$ cat config.mk
export PLATFORM = sky130hd
export DESIGN_NAME = id_ex_reg_flat
export DESIGN_NICKNAME = d
export VERILOG_FILES = /design/src/rtl/id_ex_if.sv /design/src/rtl/id_ex_reg.sv /design/src/flat_wrapper.sv
export SDC_FILE = /design/constraint.sdc
export NUM_CORES = 1
export LEC_CHECK = 0
export CAP_MARGIN = 20
export CELL_PAD_IN_SITES_DETAIL_PLACEMENT = 0
export CELL_PAD_IN_SITES_GLOBAL_PLACEMENT = 2
export CORE_MARGIN = 10
export CORE_UTILIZATION = 19
export CTS_CLUSTER_DIAMETER = 120
export DETAILED_ROUTE_END_ITERATION = 7
export HOLD_SLACK_MARGIN = 0.15
export PLACE_DENSITY = 0.7
export SLEW_MARGIN = 20
export SYNTH_ARGS = -nofsm -noshare
export SYNTH_HDL_FRONTEND = slang
export SYNTH_SLANG_ARGS = --single-unit
$ cat constraint.sdc
create_clock -name clk -period 1 [get_ports clk]
set_input_delay 0.2 -clock clk [delete_from_list [all_inputs] [get_ports clk]]
set_output_delay 0.2 -clock clk [all_outputs]
set_load 0.01 [all_outputs]
$ cat src/rtl/id_ex_if.sv
// id_ex_if: ID-to-EX pipeline bundle (decode inputs, EX outputs, hazard controls); ID_EX_PERF_CNT_EN adds stall/flush counters
interface id_ex_if #(parameter int DW = 8);
  logic stall;
  logic flush;
  logic valid_id;
  logic [1:0] ra_id;
  logic [1:0] rb_id;
  logic [7:0] ctrl_id;
  logic [DW-1:0] opa_id;
  logic [DW-1:0] opb_id;
  logic [DW-1:0] imm_id;
  logic valid_ex;
  logic [1:0] ra_ex;
  logic [1:0] rb_ex;
  logic [7:0] ctrl_ex;
  logic [DW-1:0] opa_ex;
  logic [DW-1:0] opb_ex;
  logic [DW-1:0] imm_ex;
  logic hold_front;
  logic bubble_mem;
`ifdef ID_EX_PERF_CNT_EN
  logic [15:0] stall_cnt;
  logic [15:0] flush_cnt;
`endif
  modport master (
    output stall, flush, valid_id, ra_id, rb_id, ctrl_id, opa_id, opb_id, imm_id,
    input valid_ex, ra_ex, rb_ex, ctrl_ex, opa_ex, opb_ex, imm_ex, hold_front, bubble_mem
`ifdef ID_EX_PERF_CNT_EN
    , input stall_cnt, flush_cnt
`endif
  );
  modport slave (
    input stall, flush, valid_id, ra_id, rb_id, ctrl_id, opa_id, opb_id, imm_id,
    output valid_ex, ra_ex, rb_ex, ctrl_ex, opa_ex, opb_ex, imm_ex, hold_front, bubble_mem
`ifdef ID_EX_PERF_CNT_EN
    , output stall_cnt, flush_cnt
`endif
  );
endinterface

$ cat src/rtl/id_ex_reg.sv
// id_ex_reg: ID/EX pipeline register with load-use stall, branch flush and bubble insertion; ID_EX_PERF_CNT_EN adds saturating stall/flush counters
module id_ex_reg #(parameter int DW = 8) (
  input logic clk,
  input logic rst,
  id_ex_if.slave bus
);
  logic valid_q, valid_d;
  logic [1:0] ra_q, ra_d, rb_q, rb_d;
  logic [7:0] ctrl_q, ctrl_d;
  logic [DW-1:0] opa_q, opa_d, opb_q, opb_d, imm_q, imm_d;
  logic keep;
  assign keep = bus.stall | bus.flush;
  // next EX state: flush kills controls, stall holds, otherwise capture (invalid slots carry zero controls)
  always_comb begin
    valid_d = bus.flush ? 1'b0 : bus.stall ? valid_q : bus.valid_id;
    ctrl_d = bus.flush ? 8'h00 : bus.stall ? ctrl_q : (bus.valid_id ? bus.ctrl_id : 8'h00);
    ra_d = keep ? ra_q : bus.ra_id;
    rb_d = keep ? rb_q : bus.rb_id;
    opa_d = keep ? opa_q : bus.opa_id;
    opb_d = keep ? opb_q : bus.opb_id;
    imm_d = keep ? imm_q : bus.imm_id;
  end
  // EX-stage registers, reset wins over everything
  always_ff @(posedge clk) begin
    if (rst) begin
      valid_q <= 1'b0;
      ra_q <= '0;
      rb_q <= '0;
      ctrl_q <= '0;
      opa_q <= '0;
      opb_q <= '0;
      imm_q <= '0;
    end else begin
      valid_q <= valid_d;
      ra_q <= ra_d;
      rb_q <= rb_d;
      ctrl_q <= ctrl_d;
      opa_q <= opa_d;
      opb_q <= opb_d;
      imm_q <= imm_d;
    end
  end
  assign bus.valid_ex = valid_q;
  assign bus.ra_ex = ra_q;
  assign bus.rb_ex = rb_q;
  assign bus.ctrl_ex = ctrl_q;
  assign bus.opa_ex = opa_q;
  assign bus.opb_ex = opb_q;
  assign bus.imm_ex = imm_q;
  assign bus.hold_front = bus.stall & ~bus.flush;
  assign bus.bubble_mem = bus.stall | ~valid_q;
`ifdef ID_EX_PERF_CNT_EN
  logic [15:0] stall_cnt_q, stall_cnt_d, flush_cnt_q, flush_cnt_d;
  // saturating event counters
  always_comb begin
    stall_cnt_d = (bus.stall & ~bus.flush & ~&stall_cnt_q) ? stall_cnt_q + 16'd1 : stall_cnt_q;
    flush_cnt_d = (bus.flush & ~&flush_cnt_q) ? flush_cnt_q + 16'd1 : flush_cnt_q;
  end
  // counter registers
  always_ff @(posedge clk) begin
    if (rst) begin
      stall_cnt_q <= '0;
      flush_cnt_q <= '0;
    end else begin
      stall_cnt_q <= stall_cnt_d;
      flush_cnt_q <= flush_cnt_d;
    end
  end
  assign bus.stall_cnt = stall_cnt_q;
  assign bus.flush_cnt = flush_cnt_q;
`endif
endmodule
$ cat src/flat_wrapper.sv
// flat-port wrapper written by rule: the top's interface ports become plain ports
module id_ex_reg_flat 
#(parameter int DW = 8)
  (clk, rst, bus_stall, bus_flush, bus_valid_id, bus_ra_id, bus_rb_id, bus_ctrl_id, bus_opa_id, bus_opb_id, bus_imm_id, bus_valid_ex, bus_ra_ex, bus_rb_ex, bus_ctrl_ex, bus_opa_ex, bus_opb_ex, bus_imm_ex, bus_hold_front, bus_bubble_mem);
  id_ex_if #(.DW(DW)) bus_i ();
  input logic clk;
  input logic rst;
  input wire logic [$bits(bus_i.stall)-1:0] bus_stall;
  input wire logic [$bits(bus_i.flush)-1:0] bus_flush;
  input wire logic [$bits(bus_i.valid_id)-1:0] bus_valid_id;
  input wire logic [$bits(bus_i.ra_id)-1:0] bus_ra_id;
  input wire logic [$bits(bus_i.rb_id)-1:0] bus_rb_id;
  input wire logic [$bits(bus_i.ctrl_id)-1:0] bus_ctrl_id;
  input wire logic [$bits(bus_i.opa_id)-1:0] bus_opa_id;
  input wire logic [$bits(bus_i.opb_id)-1:0] bus_opb_id;
  input wire logic [$bits(bus_i.imm_id)-1:0] bus_imm_id;
  output wire logic [$bits(bus_i.valid_ex)-1:0] bus_valid_ex;
  output wire logic [$bits(bus_i.ra_ex)-1:0] bus_ra_ex;
  output wire logic [$bits(bus_i.rb_ex)-1:0] bus_rb_ex;
  output wire logic [$bits(bus_i.ctrl_ex)-1:0] bus_ctrl_ex;
  output wire logic [$bits(bus_i.opa_ex)-1:0] bus_opa_ex;
  output wire logic [$bits(bus_i.opb_ex)-1:0] bus_opb_ex;
  output wire logic [$bits(bus_i.imm_ex)-1:0] bus_imm_ex;
  output wire logic [$bits(bus_i.hold_front)-1:0] bus_hold_front;
  output wire logic [$bits(bus_i.bubble_mem)-1:0] bus_bubble_mem;
  assign bus_i.stall = bus_stall;
  assign bus_i.flush = bus_flush;
  assign bus_i.valid_id = bus_valid_id;
  assign bus_i.ra_id = bus_ra_id;
  assign bus_i.rb_id = bus_rb_id;
  assign bus_i.ctrl_id = bus_ctrl_id;
  assign bus_i.opa_id = bus_opa_id;
  assign bus_i.opb_id = bus_opb_id;
  assign bus_i.imm_id = bus_imm_id;
  assign bus_valid_ex = bus_i.valid_ex;
  assign bus_ra_ex = bus_i.ra_ex;
  assign bus_rb_ex = bus_i.rb_ex;
  assign bus_ctrl_ex = bus_i.ctrl_ex;
  assign bus_opa_ex = bus_i.opa_ex;
  assign bus_opb_ex = bus_i.opb_ex;
  assign bus_imm_ex = bus_i.imm_ex;
  assign bus_hold_front = bus_i.hold_front;
  assign bus_bubble_mem = bus_i.bubble_mem;
  id_ex_reg #(.DW(DW)) u_core (.clk(clk), .rst(rst), .bus(bus_i));
endmodule
-- After elaboration in Yosys (flattened, before gate mapping)
Cells that the tools add are included.
- register bits after elaboration: 37
- bits of input ports: 41
- logic and storage cells: 14
- mux-type cells: 1
- bitwise logic cells: 5
- reductions and logical operators: 1
- operators with widths (operator ; count):
    8-bit 2-to-1 mux ; 1
    1-bit inverter ; 2
    1-bit bitwise OR ; 2
    2-bit OR reduction ; 1
    1-bit bitwise AND ; 1

-- Longest topological paths before layout
Gate-level depths: netlist of the first run.
- depth in word-level cells: 2
- gate-level depth with buffers: 4
- depth with buffers taken out: 2

-- Least setup slack after synthesis of the first run
No wires, ideal clock.
- path kind: input -> register
- start point: input bus_stall
- end point: register u_core.opa_q[4], in the netlist u_core.bus.opa_ex[4]
- library setup time: 0.070 ns
- data arrival time: 0.888 ns
- data required time: 0.930 ns
- slack: 0.042 ns
- stages: 4
- buffers on the path: 2
- cells stage by stage: buf_6 > buf_6 > or3b_1 > a21oi_1
- word-level cells in the longest chain between the ends: 1
- ends and longest elaborated chain (element ; RTL line ; source):
    start: declaration ; flat_wrapper.sv:8 ; input wire logic [$bits(bus_i.stall)-1:0] bus_stall;
    1-bit bitwise OR ; id_ex_reg.sv:12 ; assign keep = bus.stall | bus.flush;
    end signal: assignment ; id_ex_reg.sv:38 ; opa_q <= opa_d;
    end: declaration ; id_ex_reg.sv:10 ; logic [DW-1:0] opa_q, opa_d, opb_q, opb_d, imm_q, imm_d;
No other way between the ends.
A chain may end at the register's enable or synchronous reset.

-- Worst setup path after layout of the first run
- start point: register u_core.valid_q, in the netlist u_core.bus.valid_ex
- end point: output bus_bubble_mem
- word-level cells in the longest chain between the ends: 2
- ends and longest elaborated chain (element ; RTL line ; source):
    start: declaration ; id_ex_reg.sv:7 ; logic valid_q, valid_d;
    start signal: assignment ; id_ex_reg.sv:34 ; valid_q <= valid_d;
    1-bit inverter ; id_ex_reg.sv:51 ; assign bus.bubble_mem = bus.stall | ~valid_q;
    1-bit bitwise OR ; id_ex_reg.sv:51 ;
    end: declaration ; flat_wrapper.sv:25 ; output wire logic [$bits(bus_i.bubble_mem)-1:0] bus_bubble_mem;
No other way between the ends.

==> summary.md, run 1 <==
| Metric | Value |
|---|---|
| Crit Reg-Reg Endpoint | u_core.bus.opa_ex[4] |
| Largest net degree at the start of global routing | 37 |
| Seq/Total Area, Yosys | 0.484 |
| Synth warn | 0 |
| Routed length per instance | 14.3 um |
| Pwr dens | 1320 nW/um2 |
| Worst-Skew Late Latency | 280 ps |
| Die area | 12100 um2 |
| Die width | 110 um |
| Max-slew violation count | 0 |
| Root Driver | clkbuf_8 |
| Worst EP required | 800 ps |
| Dpl ws | -245 ps |
| Hold Fails Final Rpt | 0 |
| Hold Path Sink | u_core.bus.opb_ex[6] |
| Register bit total from synthesis | 37 |
| Max incr delay on CP | 340 ps |
| HP Start | bus_flush |
| Worst Path Arrival | 830 ps |
| Synth Cell Area | 1530 um2 |
| Pleak | 0.918 nW |
| CTS tree | built |
| Worst R2R Setup Slack | 380 ps |
| CP endpoint kind | output pin |
| RSZ-0062 raised after global routing | yes |
| Crit path kind | reg2out |
| Maxcap violations | 0 |
| Worst path slowest cell | dfxtp_2 |
| Grt total ovfl | 0 |
| Post-DRT Antenna Nets | 0 |
| Endpoints failing setup | 1 |
| Worst-margin pin slew | 306 ps |
| Max Freq | 969 MHz |
| CP bufs+invs | 1 |
| Share of layout cells above drive strength 1 | 0.302 |
| Syn_area_per_cell | 9.06 um2 |
| Placer Congestion | 0.650 |
| Commonest cells after routing, fill and taps aside | buf_2, clkdlybuf4s50_1, a21oi_1, or3b_1, dfxtp_1 |
| Starting Density | 0.197 |
| Non-Filler Instances | 348 |
| Synth unique cells | 17 |
| Vias in the first global route | 1462 |
| Initial DRT Pass Iterations | 4 |
| Nets | 285 |
| Top cells by area, synth | dfxtp_1, or3b_1, a21oi_1 |
| Clock-pin slew of the registers on the worst-case setup and hold paths | 70 ps |
| DP HPWL | 3650 um |
| Hold Crit Depth | 3 |
| DRC | 0 |
| Port Buf Inserts | 79 |
| Crit path max fanout | 3 |
| Reg2reg start | u_core.bus.opa_ex[4] |
| H-tree levels | 2 |
| # clock sinks | 37 |
| Mapped Cells | 169 |
| Global-route wire length before repair | 7790 um |
| Commonest non-fill, non-tap cell in the layout | buf_2 |
| Critical path cell sequence | nand2b_1, buf_2 |
| Min Tclk post-route | 1030 ps |
| Critical Path Source Type | register |
| Cell Count Post-Placement | 339 |
| Tot GR Track Use | 0.0812 |
| Initial antenna violation count | 1 |
| CTS Buffer Depth | 2 |
| Tot Pwr | 0.00306 W |
| Die height | 110 um |
| Hold_ws | 276 ps |
| Vias per cell | 4.16 |
| Period utilization | 1.03 |
| Syn Nets | 210 |
| Final worst slack | -31.7 ps |
| I/O pin total | 80 |
| Top-area cell type share of the netlist area | 0.484 |
| R2R depth | 2 |
| Hold crit path type | in2reg |
| CP top delay family | flip-flops |
| Core area | 7770 um2 |
| Final Routed Wirelength | 4980 um |
| CTS Buf Count | 5 |
| FP Rows | 32 |
| Failing checks | negative setup slack |
| Setup Skew | 0 ps |
| Status | finished with violations |
| VDD IR max | 438 uV |
| DRT iter0 DRCs | 61 |
| Layout Area Growth over Synthesis | 51.3% |
| Slew HR | 0.796 |
| Routed vias | 1447 |
| Post-synth top area cell | dfxtp_1 |
[cell families (layout without fill, tap and decap cells)]
| logic type | after synthesis | count (layout) | share of synthesized area |
|---|---|---|---|
| other cells | 0 | 1 | 0 |
| buf+inv | 19 | 95 | 0.0670 |
| mux | 1 | 1 | 0.00654 |
| simple gates | 48 | 48 | 0.234 |
| compound gates | 64 | 64 | 0.209 |
| flops | 37 | 37 | 0.484 |
[worst register-to-register path: cells and delay by family, from the launching register on]
| family | cells | cell delay (ps) |
|---|---|---|
| AOI/OAI and AO/OA | 2 | 220 |
| DFF | 1 | 330 |
[cells in the mapped netlist]
master and count:
buf_2 4, mux2i_1 1, dfxtp_1 37, nand2_1 8, nor2_1 1, o21ai_1 9
nand2b_1 1, a21oi_1 36, nand3b_1 8, nor2b_1 1, buf_6 3, or3b_1 28
or2_1 1, clkbuf_1 10, buf_1 1, buf_4 1, o21ai_0 19
[area by class of cell]
| cell class | count | area, um2 |
|---|---|---|
| fillers | 853 | 5450 |
| flip-flops and latches | 37 | 762 |
| multi-input cells | 113 | 691 |
| repair buffers | 87 | 652 |
| well taps | 102 | 128 |
| clock buffers | 6 | 72.6 |
| clock inverters | 2 | 10.0 |
| diodes | 1 | 2.50 |
[sequential cells by signal, summed over array words and instances, names as in the netlist]
name / cells
u_core.bus.ctrl_ex: 8
u_core.bus.imm_ex: 8
u_core.bus.opa_ex: 8
u_core.bus.opb_ex: 8
u_core.bus.ra_ex: 2
u_core.bus.rb_ex: 2
u_core.bus.valid_ex: 1
[how the worst max path moves through the flow]
stage | start | slack [ps] | end | depth (start not counted)
floorplan | bus_stall | 40 | u_core.bus.opa_ex[4] | 4
global placement | bus_stall | -230 | bus_hold_front | 3
detailed placement | bus_stall | -250 | bus_hold_front | 3
CTS | u_core.bus.valid_ex | -50 | bus_bubble_mem | 2
global route | u_core.bus.valid_ex | -80 | bus_bubble_mem | 2
finish | u_core.bus.valid_ex | -30 | bus_bubble_mem | 2
[layer usage]
| metal | share of wire | routed length (um) | GRT usage | up-vias |
|---|---|---|---|---|
| met5 | 0 | 0 | 0 | - |
| met4 | 0.014 | 68 | 0.0288 | 0 |
| met3 | 0.082 | 407 | 0.0380 | 4 |
| met2 | 0.45 | 2250 | 0.122 | 47 |
| met1 | 0.45 | 2250 | 0.0998 | 643 |
| li1 | - | - | - | 753 |
[repair_timing]
item	CTS	global route
gates resized for setup	168	6
setup buffers	0	0
cloned	0	0
setup endpoints to repair	39	11
hold buffers	0	0
[where the power goes]
| part | switching, W | internal [W] | leakage (nW) |
|---|---|---|---|
| logic | 0.000212 | 0.000266 | 0.563 |
| registers | 0.0000267 | 0.00154 | 0.309 |
| clock network | 0.000531 | 0.000484 | 0.0450 |
[stage by stage]
step                area [um2]  TNS, ps  utilization
detailed placement        2400    -9800        0.309
floorplan                 1530        0            -
CTS                       2310    -50.6        0.297
global placement          2400    -9340        0.309
finish                    2320    -31.7        0.298
global route              2320    -83.2        0.298
(Power assumes the default switching activity.)
==> inputs of run 2 (changes only) <==
CORE_UTILIZATION = 23   (was 19)
PLACE_DENSITY = 0.8   (was 0.7)
SKIP_LAST_GASP = 1   (was unset)
clock period = 1.3 ns   (was 1 ns; I/O delays follow)
==> run 2 against run 1 <==
  * The run now ends clean
  * Worst setup slack improved by 110 ps
  * Die area fell by 14%
  * Global-route usage rose by 0.90 points
  * Hold slack improved by 180 ps
  * Sequential power fell by 23%
  * Sequential share of layout area fell by 1.9 points
  * Utilization rose by 7.4 points
  * Sequential cell count did not move
  * First-iteration DRC count fell by 16%
  * Power fell by 23%
  * Cell count fell by 7.8%
  * Non-clock buffer count fell by 1
==> summary.md, run 2 (synthesis results as in run 1) <==
| Metric | Value |
|---|---|
| Layout Area Growth over Synthesis | 56.1% |
| Hold Crit Depth | 2 (-1) |
| I/O pin total | 80 (unchanged) |
| Cell Count Post-Placement | 313 (-7.7%) |
| Tot Pwr | 0.00234 W (-23%) |
| Non-Filler Instances | 321 (-7.8%) |
| Max-slew violation count | 0 (unchanged) |
| Core area | 6420 um2 (-17%) |
| Critical Path Source Type | register |
| CTS Buffer Depth | 2 (unchanged) |
| Crit Reg-Reg Endpoint | u_core.bus.opa_ex[0] |
| Vias per cell | 4.48 (+7.7%) |
| Placer Congestion | 0.675 (+3.8%) |
| Global-route wire length before repair | 7360 um (-5.6%) |
| Grt total ovfl | 0 (unchanged) |
| Critical path cell sequence | nand2b_1, dlygate4sd2_1 |
| Tot GR Track Use | 0.0902 (+0.00896) |
| R2R depth | 2 (unchanged) |
| Min Tclk post-route | 1220 ps |
| Nets | 284 (-0.35%) |
| Worst R2R Setup Slack | 650 ps (+270 ps) |
| Crit path launch | u_core.bus.valid_ex |
| Die width | 102 um (-7.5%) |
| Slew HR | 0.781 (-0.0149) |
| # clock sinks | 37 (unchanged) |
| Endpoints failing setup | 0 (-1) |
| Port Buf Inserts | 79 (unchanged) |
| HP Start | u_core.bus.ctrl_ex[0] |
| Final Routed Wirelength | 4710 um (-5.6%) |
| DP HPWL | 3360 um (-7.7%) |
| Status | finished, final reports clean |
| Worst-margin pin slew | 327 ps (+21.4 ps) |
| Pleak | 0.991 nW (+8.0%) |
| Max incr delay on CP | 340 ps (about the same) |
| CP endpoint kind | output pin |
| Pwr dens | 980 nW/um2 (-26%) |
| Post-DRT Antenna Nets | 0 (unchanged) |
| Worst Path Arrival | 960 ps (+130 ps) |
| CTS Buf Count | 5 (unchanged) |
| Seq. cell area | 742 um2 (-2.6%) |
| Setup Buffers After CTS | 0 (unchanged) |
| Die area | 10300 um2 (-14%) |
| Period utilization | 0.941 |
| CP bufs+invs | 1 (unchanged) |
| Setup Skew | 0 ps (unchanged) |
| Critical path endpoint | bus_bubble_mem |
| Crit path kind | reg2out |
| Antenna Cells | 0 (-1) |
| Share of layout cells above drive strength 1 | 0.0615 (-0.241) |
| Commonest non-fill, non-tap cell in the layout | dlygate4sd2_1 |
| Vias in the first global route | 1422 (-2.7%) |
| Starting Density | 0.238 (+0.0413) |
| Initial antenna violation count | 0 (-1) |
| Worst path slowest cell | dfxtp_2 |
| Worst EP required | 1040 ps (+240 ps) |
| Reg2reg start | u_core.bus.opa_ex[0] |
| # fillers | 691 (-19%) |
| Dpl ws | -29.6 ps (+215 ps) |
| FP Rows | 29 (-9.4%) |
| H-tree levels | 2 (unchanged) |
| # hold bufs at CTS | 0 (unchanged) |
| Critical path depth | 2 (unchanged) |
| Crit path max fanout | 3 (unchanged) |
| Largest net degree at the start of global routing | 39 (+5.4%) |
| Hold crit path type | reg2reg |
| CTS tree | built |
| Hold Fails Final Rpt | 0 (unchanged) |
| Initial DRT Pass Iterations | 4 (unchanged) |
| VDD IR max | 414 uV (-5.6%) |
| Commonest cells after routing, fill and taps aside | dlygate4sd2_1, clkdlybuf4s50_1, a21oi_1, dfxtp_1, or3b_1 |
| DRC | 0 (unchanged) |
| Worst-Skew Late Latency | 280 ps (about the same) |
| Final design utilization | 0.372 (+0.0740) |
| Maxcap violations | 0 (unchanged) |
| RSZ-0062 raised after global routing | no |
| CP top delay family | flip-flops |
| Routed vias | 1437 (-0.69%) |
| Root Driver | clkbuf_8 |
| Footprint of the multi-input gates | 688 um2 (-0.36%) |
| Final worst slack | 76.7 ps (+108 ps) |
| Routed length per instance | 14.7 um (+2.4%) |
| Die height | 102 um (-7.5%) |
| Total negative slack | 0 ps (+31.7 ps) |
| Clock-pin slew of the registers on the worst-case setup and hold paths | 70 ps (about the same) |
| DRT iter0 DRCs | 51 (-16%) |
| Max Freq | 817 MHz |
## run 2: worst min path at each step
stage,end,slack [ps]
final,u_core.bus.ctrl_ex[0],450
after global routing,u_core.bus.ctrl_ex[6],480
after detailed placement,u_core.bus.ctrl_ex[0],450
after floorplan,u_core.bus.ctrl_ex[0],420
after CTS,u_core.bus.ctrl_ex[0],460
after global placement,u_core.bus.ctrl_ex[7],450
## run 2: timing repair
action | in CTS | in global routing
endpoints found under the setup margin | 39 | 1
cloned | 0 | 0
gates resized for setup | 39 | 1
## run 2: power by group
part | switching [W] | total, W | internal (W)
clock | 0.000393 | 0.000774 | 0.000381
sequential | 0.0000183 | 0.00120 | 0.00118
combinational | 0.000161 | 0.000372 | 0.000212
total | 0.000572 | 0.00234 | 0.00177
## run 2: routing by layer
layer | up-vias | global-route usage | wire length [um]
met5 | - | 0 | 0
met4 | 0 | 0.0264 | 0
met3 | 0 | 0.0511 | 473
met2 | 53 | 0.133 | 2090
met1 | 640 | 0.109 | 2140
li1 | 744 | - | -
## run 2: final cells by class
| cell class | count | share of cell area |
|---|---|---|
| clock buffers | 8 | 0.0335 |
| multi-input cells | 113 | 0.288 |
| flip-flops and latches | 37 | 0.310 |
| well taps | 77 | 0.0403 |
| repair buffers | 86 | 0.328 |
## run 2: worst reg2reg max path, stage by stage (launching register included)
cell	delay (ps)
dfxtp_1	340
o21ai_0	80
a21oi_1	160
## run 2: metrics by stage
stage                     hold slack, ps  cell area, um2
after floorplan                      424            1530
after global placement               448            2360
after detailed placement             451            2360
after CTS                            459            2390
after global routing                 485            2390
final                                455            2390
==> inputs of run 3 (changes only) <==
==> constraint.sdc (replaced) <==
create_clock -name clk -period 1.3 [get_ports clk]
set_input_delay 0.195 -clock clk [delete_from_list [all_inputs] [get_ports clk]]
set_output_delay 0.195 -clock clk [all_outputs]
set_load 0.01 [all_outputs]
==> run 3 against run 2 <==
  * Via count is 0.56% lower
  * Hold slack worse by 40 ps
  * Power up 0.16%
  * Critical path type is now in2out
  * Largest cell class unchanged
==> summary.md, run 3 (synthesis results as in run 1) <==
| Metric | Value |
|---|---|
| Placer Congestion | 0.693 (+2.6%) |
| Final worst slack | 89.5 ps (+12.8 ps) |
| Vias per cell | 4.44 (-0.87%) |
| Slew HR | 0.785 (+0.00425) |
| Die width | 102 um (unchanged) |
| Crit path kind | in2out |
| H-tree levels | 2 (unchanged) |
| Seq. cell area | 741 um2 (-0.17%) |
| Tot GR Track Use | 0.0896 (-0.000586) |
| Worst Path Arrival | 1020 ps (+60 ps) |
| Int Power | 0.00177 W (+0.17%) |
| CP endpoint kind | output pin |
| Starting Density | 0.238 (unchanged) |
| CP bufs+invs | 2 (+1) |
| Global-route wire length before repair | 7340 um (-0.19%) |
| Routed length per instance | 14.5 um (-0.76%) |
| Total negative slack | 0 ps (unchanged) |
| Core area | 6420 um2 (unchanged) |
| Footprint of the multi-input gates | 688 um2 (unchanged) |
| Post-DRT Antenna Nets | 0 (unchanged) |
| Clock power share | 0.330 (about the same) |
| Hold crit path type | in2reg |
| Pwr dens | 979 nW/um2 (-0.15%) |
| RSZ-0062 raised after global routing | no |
| CP top delay family | buffers and inverters |
| Routed vias | 1429 (-0.56%) |
| Grt total ovfl | 0 (unchanged) |
| Crit path launch | bus_stall |
| Final design utilization | 0.373 (+0.00117) |
| Worst path slowest cell | clkdlybuf4s50_1 |
| Sequential share of power | 0.510 (about the same) |
| Share of layout cells above drive strength 1 | 0.0612 (-0.000251) |
| Setup Skew | 0 ps (unchanged) |
| Max incr delay on CP | 560 ps (+220 ps) |
| FP Rows | 29 (unchanged) |
| DP HPWL | 3400 um (+0.98%) |
| R2R depth | 2 (unchanged) |
| Antenna Cells | 0 (unchanged) |
| Final Cell Area | 2400 um2 (+0.31%) |
| Commonest non-fill, non-tap cell in the layout | clkdlybuf4s50_1 |
| Min Tclk post-route | 1210 ps (-12.8 ps) |
| Critical path cell sequence | buf_2, nor2b_1, clkdlybuf4s50_1 |
| Commonest cells after routing, fill and taps aside | clkdlybuf4s50_1, dlygate4sd2_1, dfxtp_1, a21oi_1, or3b_1 |
| Max Freq | 826 MHz (+1.1%) |
| Critical path endpoint | bus_hold_front |
| CTS Buffer Depth | 2 (unchanged) |
| Period utilization | 0.931 (-0.00984) |
| Worst-margin pin slew | 321 ps (-6.35 ps) |
| Die area | 10300 um2 (unchanged) |
| Nets | 285 (+0.35%) |
| Crit Reg-Reg Endpoint | u_core.bus.valid_ex |
| Root Driver | clkbuf_8 |
| Hold Fails Final Rpt | 0 (unchanged) |
| Largest net degree at the start of global routing | 37 (-5.1%) |
| Max-slew violation count | 0 (unchanged) |
| CTS tree | built |
| Final Routed Wirelength | 4680 um (-0.45%) |
| Psw | 0.000573 W (+0.15%) |
| Initial DRT Pass Iterations | 4 (unchanged) |
| DRC | 0 (unchanged) |
| Sw Share | 0.244 (about the same) |
| Pleak | 0.992 nW (+0.13%) |
| Die height | 102 um (unchanged) |
| Critical Path Source Type | input port |
| Initial antenna violation count | 0 (unchanged) |
| Vias in the first global route | 1486 (+4.5%) |
| CTS Buf Count | 5 (unchanged) |
| Worst-Skew Late Latency | 280 ps (about the same) |
| Layout Area Growth over Synthesis | 56.6% |
| Post-placement cell area | 2370 um2 (+0.32%) |
| Status | finished, final reports clean |
| # fillers | 680 (-1.6%) |
| # clock sinks | 37 (unchanged) |
| Worst EP required | 1110 ps (+70 ps) |
| Logic gate share of total power | 0.161 (+0.002) |
| I/O pin total | 80 (unchanged) |
| VDD IR max | 356 uV (-14%) |
| Dpl ws | 70.2 ps (+99.9 ps) |
| Maxcap violations | 0 (unchanged) |
| DRT iter0 DRCs | 31 (-39%) |
| Clock-pin slew of the registers on the worst-case setup and hold paths | 70 ps (about the same) |
| Reg2reg start | u_core.bus.valid_ex |
| Worst R2R Setup Slack | 680 ps (+30 ps) |
| Critical path depth | 3 (+1) |
| Port Buf Inserts | 79 (unchanged) |
| Crit path max fanout | 4 (+1) |
| Endpoints failing setup | 0 (unchanged) |
==> run 3: changes by cell type in the layout (fill, tap and decap cells not counted) <==
cell / before / now
dlygate4sd2_1: 39 / 38
buf_4: 7 / 8
dfxtp_2: 1 / 0
dfxtp_1: 36 / 37
clkdlybuf4s50_1: 38 / 39
==> run 3: area by class of cell <==
class	count	share of cell area
sequential	37	0.309
multi-input combinational	113	0.287
clock buffer	8	0.0334
tap	77	0.0402
timing repair buffer	87	0.331
==> run 3: how the worst min path moves through the flow <==
stage                               start                    end  slack [ps]  cells after the start
floorplan                  bus_ctrl_id[0]  u_core.bus.ctrl_ex[0]         360                      2
global placement    u_core.bus.ctrl_ex[2]  u_core.bus.ctrl_ex[2]         450                      2
detailed placement  u_core.bus.ctrl_ex[5]  u_core.bus.ctrl_ex[5]         450                      2
CTS                             bus_stall  u_core.bus.ctrl_ex[4]         410                      4
global route                    bus_stall  u_core.bus.ctrl_ex[4]         440                      4
finish                          bus_stall  u_core.bus.ctrl_ex[4]         410                      4
==> run 3: repair_timing <==
action / in CTS / in global routing
setup endpoints to repair: 38 / 0
buffers inserted: 0 / 0
hold buffers: 0 / 0
resized for setup: 38 / 0
endpoints found under the hold margin: 0 / 0
==> run 3: power groups by stage <==
| stage | registers [W] | clock network [W] | logic [W] |
|---|---|---|---|
| global route | 0.00120 | 0.000848 | 0.000420 |
| floorplan | 0.00125 | 0 | 0.000149 |
| CTS | 0.00120 | 0.000804 | 0.000387 |
| detailed placement | 0.00123 | 0 | 0.000417 |
| finish | 0.00120 | 0.000774 | 0.000377 |
| global placement | 0.00122 | 0 | 0.000416 |
==> run 3: routing by layer <==
layer | routed length [um] | vias to the layer above | GRT usage
met1 | 2030 | 624 | 0.107
met5 | 0 | - | 0
met4 | 46 | 0 | 0.0264
li1 | - | 747 | -
met3 | 536 | 5 | 0.0531
met2 | 2070 | 53 | 0.133
==> run 3: worst reg2reg max path, cell delays in order (launching register included) <==
cell	delay, ps
dfxtp_1	330
mux2i_1	130
nor2_1	50
==> run 3: per-stage QoR <==
stage | hold WS, ps | power, W | cells
2_1_floorplan | 359 | 0.00140 | 169
3_3_place_gp | 450 | 0.00164 | 314
3_5_place_dp | 454 | 0.00164 | 314
4_1_cts | 410 | 0.00239 | 322
5_1_grt | 441 | 0.00247 | 322
6_report | 415 | 0.00235 | 322
